--- config.mk ---
export PLATFORM = sky130hd
export DESIGN_NAME = flags_branch_unit
export DESIGN_NICKNAME = d
export VERILOG_FILES = /design/src/rtl/flags_branch_unit.sv
export SDC_FILE = /design/constraint.sdc
export NUM_CORES = 1
export LEC_CHECK = 0
export ABC_AREA = 1
export CAP_MARGIN = 20
export CORE_MARGIN = 1
export CORE_UTILIZATION = 44
export CTS_CLUSTER_DIAMETER = 50
export DETAILED_ROUTE_END_ITERATION = 7
export PLACE_DENSITY = 0.78
export RECOVER_POWER = 25
export SYNTH_ARGS = -nofsm -noshare
export SYNTH_HDL_FRONTEND = slang
export SYNTH_SLANG_ARGS = --single-unit
--- constraint.sdc ---
create_clock -name clk -period 5.3 [get_ports clk]
set_clock_uncertainty 0.1 [all_clocks]
set_input_delay 1.06 -clock clk [delete_from_list [all_inputs] [get_ports clk]]
set_output_delay 1.06 -clock clk [all_outputs]
set_load 0.005 [all_outputs]
--- src/rtl/flags_branch_unit.sv ---
// -----------------------------------------------------------------------------
// flags_branch_unit
//
// Consumer side of the ALU flag interface in the nonpipelined LEGv8 core.
// Holds the architectural NZCV register and the program counter. It evaluates
// B, B.cond, CBZ, CBNZ and BR, and it computes the next PC. The pc output drives
// instruction memory.
//
// Ports
//   clk           in   1     system clock; all state updates on the rising edge
//   reset_n       in   1     synchronous active-low reset
//   advance       in   1     instruction retires this cycle (qualifies updates)
//   alu_zero      in   1     ALU zero flag of the current instruction
//   alu_negative  in   1     ALU negative flag
//   alu_carry     in   1     ALU carry flag
//   alu_overflow  in   1     ALU overflow flag
//   flag_write    in   1     current instruction sets flags
//   branch_type   in   3     0 NONE, 1 B, 2 BCOND, 3 CBZ, 4 CBNZ, 5 BR
//                            (6 and 7 are reserved and behave as NONE)
//   cond          in   4     B.cond condition code
//   imm_offset    in   WORD  sign-extended word offset (B, B.cond, CBZ, CBNZ)
//   br_target     in   WORD  register value used by BR
//   pc            out  WORD  current program counter (registered)
//   nzcv          out  4     registered flags {N,Z,C,V}
//   taken         out  1     combinational: current instruction redirects PC
//
// Handshake: there is no valid/ready pair. advance is a single-cycle
// qualifier. pc and nzcv update only on a rising edge where advance=1 and
// reset_n=1. While advance=0 every other input is ignored for state purposes.
// taken is still driven combinationally from the current inputs.
// -----------------------------------------------------------------------------
module flags_branch_unit #(
  parameter int              WORD     = 64,
  parameter logic [WORD-1:0] RESET_PC = '0
) (
  input  logic            clk,
  input  logic            reset_n,
  input  logic            advance,
  input  logic            alu_zero,
  input  logic            alu_negative,
  input  logic            alu_carry,
  input  logic            alu_overflow,
  input  logic            flag_write,
  input  logic [2:0]      branch_type,
  input  logic [3:0]      cond,
  input  logic [WORD-1:0] imm_offset,
  input  logic [WORD-1:0] br_target,
  output logic [WORD-1:0] pc,
  output logic [3:0]      nzcv,
  output logic            taken
);

  localparam logic [2:0] BT_NONE  = 3'd0;
  localparam logic [2:0] BT_B     = 3'd1;
  localparam logic [2:0] BT_BCOND = 3'd2;
  localparam logic [2:0] BT_CBZ   = 3'd3;
  localparam logic [2:0] BT_CBNZ  = 3'd4;
  localparam logic [2:0] BT_BR    = 3'd5;

  localparam logic [WORD-1:0] FOUR     = {{(WORD-3){1'b0}}, 3'd4};
  localparam logic [WORD-1:0] LOW2_MSK = {{(WORD-2){1'b0}}, 2'b11};

  logic            flag_n, flag_z, flag_c, flag_v;
  logic            cond_met;
  logic [WORD-1:0] pc_plus4;
  logic [WORD-1:0] pc_rel;
  logic [WORD-1:0] next_pc;

  // B.cond always looks at the registered flags. A flag-setting B.cond
  // therefore branches on the previous instruction's result.
  assign {flag_n, flag_z, flag_c, flag_v} = nzcv;

  // Odd codes are the complement of the preceding even code, except for
  // 15 (NV), which behaves like AL.
  always_comb begin
    cond_met = 1'b1;
    case (cond[3:1])
      3'd0: cond_met = flag_z;
      3'd1: cond_met = flag_c;
      3'd2: cond_met = flag_n;
      3'd3: cond_met = flag_v;
      3'd4: cond_met = flag_c & ~flag_z;
      3'd5: cond_met = (flag_n == flag_v);
      3'd6: cond_met = ~flag_z & (flag_n == flag_v);
      default: cond_met = 1'b1;
    endcase
    if (cond[0] && (cond[3:1] != 3'd7)) begin
      cond_met = ~cond_met;
    end
  end

  always_comb begin
    taken = 1'b0;
    case (branch_type)
      BT_B:     taken = 1'b1;
      BT_BCOND: taken = cond_met;
      BT_CBZ:   taken = alu_zero;
      BT_CBNZ:  taken = ~alu_zero;
      BT_BR:    taken = 1'b1;
      BT_NONE:  taken = 1'b0;
      default:  taken = 1'b0;
    endcase
  end

  // Word offsets are scaled to bytes. All sums wrap silently modulo 2^WORD.
  assign pc_plus4 = pc + FOUR;
  assign pc_rel   = pc + (imm_offset << 2);

  always_comb begin
    next_pc = pc_plus4;
    if (taken) begin
      if (branch_type == BT_BR) begin
        next_pc = br_target & ~LOW2_MSK;
      end else begin
        next_pc = pc_rel;
      end
    end
  end

  always_ff @(posedge clk) begin
    if (!reset_n) begin
      pc   <= RESET_PC;
      nzcv <= 4'b0000;
    end else if (advance) begin
      pc <= next_pc;
      if (flag_write) begin
        nzcv <= {alu_negative, alu_zero, alu_carry, alu_overflow};
      end
    end
  end

endmodule
==> summary.txt <==
Critical path
  – WP data required: 5.49 ns
  – CP startpoint: reset_n
  – Crit path kind: primary input to flop
  – Startpoint types: primary input
  – Worst r2r src: pc[34]$_SDFFE_PN0P_
  – CP Capture Type: flop
  – CP Max Fanout: 48
  – Worst Path Arrival: 4.72 ns

Finish
  – NumNets Final: 2,696
  – Design Area, Final: 0.0141 mm^2
  – Synth-to-Final Area Change: 23.6%
  – Layout cells sized above 1: 1.56%
  – Inserted Diodes: 0

Floorplanning
  – FP Rows: 58
  – Die area: 0.0265 mm^2
  – I/O pins: 212
  – Die width: 163 um
  – Starting Density: 45.0%
  – Die Y-Extent: 163 um
  – Core box area: 0.0253 mm^2

GRT
  – M2 GR Usage: 64.1%
  – Initial antenna violation count: 0
  – GRT met3 Usage: 4.84%
  – Global-route wire length before repair: 78,400 um
  – GRT Residual Overflow: 0
  – GRT met1 Usage: 50.6%
  – Vias in the first global route: 13.7k
  – Most Crowded Layer GR: met2
  – Overall routing resource usage: 39.5%
  – Pin count of the biggest net entering global routing: 60

STA
  – Post-layout min period: 4.53 ns
  – Hold Vio Cnt, Final: 0
  – Worst slew pin tran: 1.96 ns
  – Final setup viols: 0
  – TNS Setup: 0 ns
  – Slew margin rel.: -30.5%
  – Fin crit share: 85.5%
  – Max Slew Vio Count: 49
  – Fmax: 221 MHz
  – Unrepaired setup endpoints after global routing: false

Power and ir drop
  – Internal power: 1.50 mW
  – Peak VDD IR: 0.174 mV
  – Flop pwr share: 24.3%
  – Sw frac: 44.5%
  – Switch Pwr: 1.20 mW
  – Combinational power share: 48.7%
  – Leak: 7.58 nW
  – PD cells: 192 mW/mm^2
  – Proportion of power drawn by the clock network: 27.0%

Clocking
  – Number of CTS-inserted buffers: 9
  – Clk_lat worst skew: 0.34 ns
  – Post-CTS Setup Bufs: 0
  – CTS Sinks: 66
  – CTS tree: yes
  – Root buffer cell: clkbuf_16
  – Clk pin slew, worst setup/hold paths: 0.07 ns
  – Hold_buf cts: 0
  – CTS H-tree lvls: 3
  – CTS Buffer Depth: 2
  – Resized cells post-CTS: 0

Logic synthesis
  – Synth unique cells: 37
  – Warnings from Yosys: 0
  – Avg Cell Area, Syn: 4.93 um^2
  – Post-synth EDFFs: 0
  – Post-synthesis sequential area ratio: 11.6%
  – Post-synth design cell area: 0.0114 mm^2
  – Post-synth ARST share: 0%
  – Cell taking the most area after synthesis: nand2_1
  – Synth top area share: 29.7%
  – Gate Count Post-Synth: 2,309
  – Synth top area cells: nand2_1 (30%), inv_1 (14%), dfxtp_1 (12%)
  – Number of synthesized register bits: 66
  – Primary FF master, synth: dfxtp_1

Place
  – Number of port buffers: 205
  – Post-DP HPWL: 44,200 um
  – Dpl cell area: 0.0137 mm^2
  – Placer congestion estimate: 1.00

Route
  – Routed WL: 52,700 um
  – Remaining DRCs: 0
  – First-pass DRT Iterations: 8
  – DR WL/cell: 18.7 um
  – Via count: 15.1k
  – Via-to-Cell Ratio: 5.33
  – DRT iter0 DRCs: 1,732
  – Post-DRT Antenna Nets: 0

Hold path
  – Worst hold path class: flop to flop
  – Worst min-delay path startpoint: pc[34]$_SDFFE_PN0P_

Job
  – Max-cap violation count: 1

Outcome
  – Outcome: finished with violations
  – Failing checks: capacitance limit, slew limit
==> sequential cells by signal, summed over array words and instances, names as in the netlist <==
signal	count
nzcv	4
pc	62
==> path summary, 6_finish.rpt <==
kind                         end  slack, ns  cells after the start
max          pc[16]$_SDFFE_PN0P_       0.77                      6
min          pc[34]$_SDFFE_PN0P_       0.38                      2
max reg2reg  pc[53]$_SDFFE_PN0P_       2.07                     14
min reg2reg  pc[34]$_SDFFE_PN0P_       0.38                      2
==> cells by family after synthesis <==
family	synth area share (%)
xor gates and xnor gates	5.00
DFF	11.6
other	0.0329
buffers and inverters	16.1
adders and majority gates	6.98
and+or+nand+nor	50.8
AOI/OAI and AO/OA	9.52
==> cells in the mapped netlist (13+ instances only) <==
library cell	instances
nand4_1	22
xnor2_1	24
a21oi_1	108
clkbuf_1	26
xor2_1	41
ha_1	62
nor2_1	289
inv_1	422
o211ai_1	13
nand3_1	172
nor3_1	29
nand2_1	902
dfxtp_1	66
o21ai_0	70
==> worst max-delay path, cell delays in order <==
cell and delay, ns:
dlygate4sd3_1 0.52, clkbuf_1 1.40, clkinv_1 1.21, a21oi_1 0.37
nand2_1 0.08, inv_1 0.05
==> layer usage <==
metal	vias up	part of all wire (%)
met5	-	0
met4	0	6.5
met3	152	8.9
met2	805	44
met1	6673	41
li1	7434	-
==> metrics by stage <==
| step | hold WS, ns | worst slack (ns) | utilization [%] | total power [mW] | instances |
|---|---|---|---|---|---|
| 6_report | 0.377 | 0.768 | 55.6 | 2.70 | 2825 |
| 5_1_grt | 0.390 | 0.411 | 55.6 | 2.84 | 2825 |
| 4_1_cts | 0.376 | 0.992 | 55.7 | 2.68 | 2825 |
| 3_5_place_dp | 0.367 | 1.02 | 54.3 | 1.95 | 2809 |
| 3_3_place_gp | 0.353 | 1.10 | 54.3 | 1.94 | 2809 |
| 2_1_floorplan | 0.399 | 2.20 | - | 1.39 | 2310 |
==> placed cells by master, fill, tap and decap left out, types with 2 or more instances in the layout <==
master             n
o211ai_1          13
nand3_1          171
clkinv_1           2
buf_12             2
nor3_1            29
clkbuf_16          9
nor2_1           289
dlygate4sd3_1     28
dfxtp_1           66
o21ai_0           70
inv_6              2
nand2_1          902
nand4_1           22
buf_4              6
inv_1            422
or2_2              4
nand3b_1           6
ha_1              62
clkbuf_1           3
nand2_2            2
a31oi_1            2
a21oi_1          108
xor2_1            41
nand3_2            2
o21bai_1           5
conb_1             2
nor4_1             7
clkdlybuf4s50_1  176
xnor2_1           24
inv_2              2
bufinv_16          3
clkinv_4           2
==> power groups by stage <==
stage	sequential [mW]	clock, mW	combinational [mW]
2_1_floorplan	0.609	0	0.777
3_3_place_gp	0.664	0	1.28
3_5_place_dp	0.663	0	1.29
4_1_cts	0.653	0.724	1.30
5_1_grt	0.656	0.747	1.44
6_report	0.657	0.730	1.31
==> cell type report <==
type / count / area, um^2
inverters: 426 / 1600
clock buffers: 9 / 225
well taps: 330 / 413
clock inverters: 7 / 125
multi-input cells: 1772 / 8260
fillers: 2733 / 11200
repair buffers: 215 / 2140
flip-flops and latches: 66 / 1320
(Power assumes the default switching activity.)
